[config.mk]
export PLATFORM = sky130hd
export DESIGN_NAME = seq_mul_6x6
export DESIGN_NICKNAME = d
export VERILOG_FILES = /design/src/rtl/seq_mul_6x6.sv
export SDC_FILE = /design/constraint.sdc
export NUM_CORES = 1
export LEC_CHECK = 0
export ABC_AREA = 0
export CORE_MARGIN = 2
export CORE_UTILIZATION = 45
export CTS_BUF_LIST = sky130_fd_sc_hd__clkbuf_4 sky130_fd_sc_hd__clkbuf_8
export CTS_CLUSTER_DIAMETER = 30
export DETAILED_ROUTE_END_ITERATION = 8
export GPL_TIMING_DRIVEN = 1
export HOLD_SLACK_MARGIN = 0.1
export PLACE_DENSITY = 0.73
export SLEW_MARGIN = 20
export SYNTH_ARGS = -nofsm -noshare
export SYNTH_HDL_FRONTEND = slang
export SYNTH_SLANG_ARGS = --single-unit
[constraint.sdc]
create_clock -name clk -period 5.3 [get_ports clk]
set_input_delay 1.325 -clock clk [delete_from_list [all_inputs] [get_ports clk]]
set_output_delay 1.325 -clock clk [all_outputs]
set_load 0.1 [all_outputs]
[src/rtl/seq_mul_6x6.sv]
// Sequential unsigned shift-and-add multiplier. One partial-product addition
// per clock through a ripple chain of half/full adder cells, valid/ready on both sides.
module seq_mul_6x6 #(
    parameter int WIDTH = 6,
    parameter int CNT_W = 3
) (
    input  logic                 clk,
    input  logic                 rst_n,
    input  logic                 in_valid,
    output logic                 in_ready,
    input  logic [WIDTH-1:0]     a,
    input  logic [WIDTH-1:0]     b,
    output logic                 out_valid,
    input  logic                 out_ready,
    output logic [2*WIDTH-1:0]   product,
    output logic                 busy
);

    typedef enum logic [1:0] {
        S_IDLE = 2'd0,
        S_CALC = 2'd1,
        S_DONE = 2'd2
    } state_t;

    localparam logic [CNT_W-1:0] LAST_CNT = CNT_W'(WIDTH - 1);

    state_t               state_q, state_d;
    logic [WIDTH-1:0]     mcand_q, mcand_d;
    logic [2*WIDTH-1:0]   acc_q, acc_d;
    logic [CNT_W-1:0]     cnt_q, cnt_d;
    logic [2*WIDTH-1:0]   product_q, product_d;

    logic [WIDTH-1:0]     addend;
    logic [WIDTH:0]       sum;

    function automatic logic [1:0] half_adder(input logic x, input logic y);
        return {x & y, x ^ y};
    endfunction

    function automatic logic [1:0] full_adder(input logic x, input logic y, input logic cin);
        return {(x & y) | (cin & (x ^ y)), x ^ y ^ cin};
    endfunction

    assign addend = acc_q[0] ? mcand_q : '0;

    // Upper accumulator half plus gated multiplicand; the carry lands in sum[WIDTH].
    always_comb begin : adder_chain
        logic carry;
        sum = '0;
        {carry, sum[0]} = half_adder(acc_q[WIDTH], addend[0]);
        for (int i = 1; i < WIDTH; i++) begin
            {carry, sum[i]} = full_adder(acc_q[WIDTH+i], addend[i], carry);
        end
        sum[WIDTH] = carry;
    end

    always_comb begin
        // NOTE: every next-state signal gets its hold value first so no path leaves it unassigned (no latch).
        state_d   = state_q;
        mcand_d   = mcand_q;
        acc_d     = acc_q;
        cnt_d     = cnt_q;
        product_d = product_q;
        unique case (state_q)
            S_IDLE: begin
                if (in_valid) begin
                    mcand_d = a;
                    acc_d   = {{WIDTH{1'b0}}, b};
                    cnt_d   = '0;
                    state_d = S_CALC;
                end
            end
            S_CALC: begin
                acc_d = {sum, acc_q[WIDTH-1:1]};
                cnt_d = cnt_q + 1'b1;
                if (cnt_q == LAST_CNT) begin
                    product_d = {sum, acc_q[WIDTH-1:1]};
                    state_d   = S_DONE;
                end
            end
            S_DONE: begin
                if (out_ready) begin
                    state_d = S_IDLE;
                end
            end
            default: state_d = S_IDLE;
        endcase
    end

    always_ff @(posedge clk or negedge rst_n) begin
        // NOTE: all registers are plain flops (no memory arrays), so every one of them is reset.
        if (!rst_n) begin
            state_q   <= S_IDLE;
            mcand_q   <= '0;
            acc_q     <= '0;
            cnt_q     <= '0;
            product_q <= '0;
        end else begin
            // NOTE: non-blocking updates so every flop samples pre-edge values.
            state_q   <= state_d;
            mcand_q   <= mcand_d;
            acc_q     <= acc_d;
            cnt_q     <= cnt_d;
            product_q <= product_d;
        end
    end

    // Handshake outputs decode the registered state only.
    assign in_ready  = (state_q == S_IDLE);
    assign out_valid = (state_q == S_DONE);
    assign busy      = (state_q != S_IDLE);
    assign product   = product_q;

endmodule

==> impl_metrics.toml <==
[grt]
globalRouteTotalUtil = 0.1638
grt_pass1_vias = 1159
grt_max_degree = 36
gr-total-overflow = 0
antenna_violations_before_repair = 0
grt_pass1_wl_mm = 5.168

[place]
dp_hpwl_mm = 2.206
portbufs = 30
gp_routability_congestion = 0.8162

[yosys]
synth_seq_area_share = 0.5426
synth_cell_types = 26
yosysWarnings = 0
synthesized_area_divided_by_synthesized_cell_count_um2 = 11.78
netlist_instances = 137
syn-cell-area_mm2 = 0.001614
synth.ff_latch_count = 35
net_count_after_synthesis = 161

[detailed_routing]
detail_route.first_pass.iterations = 4
drt_iter0_drc = 32
route.final.wire_length_mm = 2.963
routed_wire_length_per_instance_um = 13.85
ant_nets = 0
route.vias.total = 1100
drc_viols = 0
routed_via_density = 5.140

[run_status]
status = "complete, no violations"

[floorplanning]
floorplan.initialDensity = 0.4762
fp.dieArea_mm2 = 0.004082
placeable_core_area_mm2 = 0.003390
dieWidth_um = 63.89
placementRows = 21
pin_count = 31
die_height_um = 63.89

[layout]
most-common-layout-cells = "35 x dfrtp_1, 30 x clkdlybuf4s50_1, 20 x nand2_1, 14 x o21ai_0, 12 x inv_1"
diodes = 0
flow.area_growth_from_synthesis_pct = 22.64
layout_commonest_cell = "dfrtp_1"
final_layout_size_suffix_gt1_frac = 0.1310
design.final.nets = 193

[clock_tree]
worst_skew_pair.late_latency_ns = 0.32
ctsRootBufferMaster = "clkbuf_4"
cts_hold_buf = 0
clock_path_buffers = 2
cts-resized-gates = 0
clk_pin_slew_ns = 0.09
cts.sink_count = 35
cts-htree-levels = 2
cts_post_setup_buffers_inserted = 0
cts_tree = "done"
tritoncts.num_buffers = 5

[timing]
timing.final.setup_violations = 0
drv_slew = 0
fin_skew_ns = 0.005491
finalHoldViolCount = 0
slew_headroom = 0.3466
totalNegativeSetupSlack_ns = 0
grt_setup_unrepaired = "false"
period_needed_ns = 3.527
tightestPinTransition_ns = 0.9770
timing.fmax_mhz = 283.5
finalCritPeriodShare = 0.6655

[critical_path]
worst-endpoint-required_ns = 3.97
worstSetupEndpointType = "output port"
crit_arrival_ns = 2.20
critical_path_class = "flop to output port"
r2r.worst_path.cells = 9
crit_fanout = 7
timing.critical_path.from_type = "flop"

[hold_path]
worstHoldPathCells = 2
hold_path_class = "flop to flop"

[run]
max_cap_violations = 0
cell usage after synthesis:
library cell / count / share of area
buf_6: 2 / 0.014
inv_1: 12 / 0.028
dfrtp_1: 35 / 0.54
mux2_2: 6 / 0.042
nor2_4: 1 / 0.0070
nand2_1: 20 / 0.047
mux2_4: 6 / 0.056
nand3_1: 1 / 0.0031
and2_1: 1 / 0.0039
o21ai_0: 14 / 0.043
buf_4: 1 / 0.0047
o21bai_1: 1 / 0.0047
nand2b_1: 2 / 0.0078
nand4b_4: 1 / 0.015
o31ai_1: 1 / 0.0047
a221oi_1: 1 / 0.0054
fa_1: 5 / 0.062
buf_2: 3 / 0.0093
ha_1: 3 / 0.023
nor2b_1: 1 / 0.0039
a31oi_1: 1 / 0.0039
o22ai_1: 10 / 0.039
a21oi_1: 5 / 0.016
nor2_1: 2 / 0.0047
and2_4: 1 / 0.0054
o311ai_0: 1 / 0.0054
logic make-up (layout without fill, tap and decap cells):
group	count (synthesis)	count (layout)	synth area share
buf+inv	18	49	0.05581
mux	12	12	0.09767
compound gates	34	34	0.1217
flops	35	35	0.5426
fa+ha+maj	8	8	0.08528
simple gates	30	30	0.09690
per-layer routing:
layer,track usage,vias up,part of all wire
met5,0,-,0
met4,0.04076,0,0.0027
met3,0.06514,2,0.055
met2,0.2734,35,0.50
met1,0.1974,538,0.44
li1,-,525,-
cell type report:
type                    count  area, µm²
repair buffers             31      307.8
flip-flops and latches     35      875.8
clock buffers               6      45.04
well taps                  46      57.56
multi-input cells          84      648.1
fillers                   294       1410
inverters                  12      45.04
worst paths after layout:
kind	startpoint	end	slack [ns]
min in group asynchronous	rst_n	product[9]	1.41
worst max-delay path	state_q[1]	out_valid	1.77
worst max register to register	acc_q[0]	acc_q[10]	2.24
worst min-delay path	product[11]	product[11]	0.48
worst min register to register	product[11]	product[11]	0.48
max in group asynchronous	rst_n	state_q[0]	3.58
state kept, by name (all words and copies together) (netlist names):
signal / count
product: 12
acc_q: 12
cnt_q: 3
mcand_q: 6
state_q: 2
stage by stage:
stage | utilization | std cells | hold WS [ns] | cell area (µm²) | setup WS [ns]
after global placement | 0.5707 | 208 | 0.4602 | 1934 | 2.159
final | 0.5840 | 214 | 0.4803 | 1979 | 1.773
after global routing | 0.5840 | 214 | 0.5059 | 1979 | 1.647
after CTS | 0.5840 | 214 | 0.4911 | 1979 | 1.760
after floorplan | - | 137 | 0.4498 | 1614 | 2.170
after detailed placement | 0.5707 | 208 | 0.4699 | 1934 | 2.146
critical path, cell delays in order, from the launching register on:
cell and delay, ns:
dfrtp_1 0.46, inv_1 0.15, nor2_1 0.12, clkdlybuf4s50_1 1.15
Power is left out: the tool's default activity adds up to more than one toggle a clock period on the data nets, which glitch-free logic cannot reach.
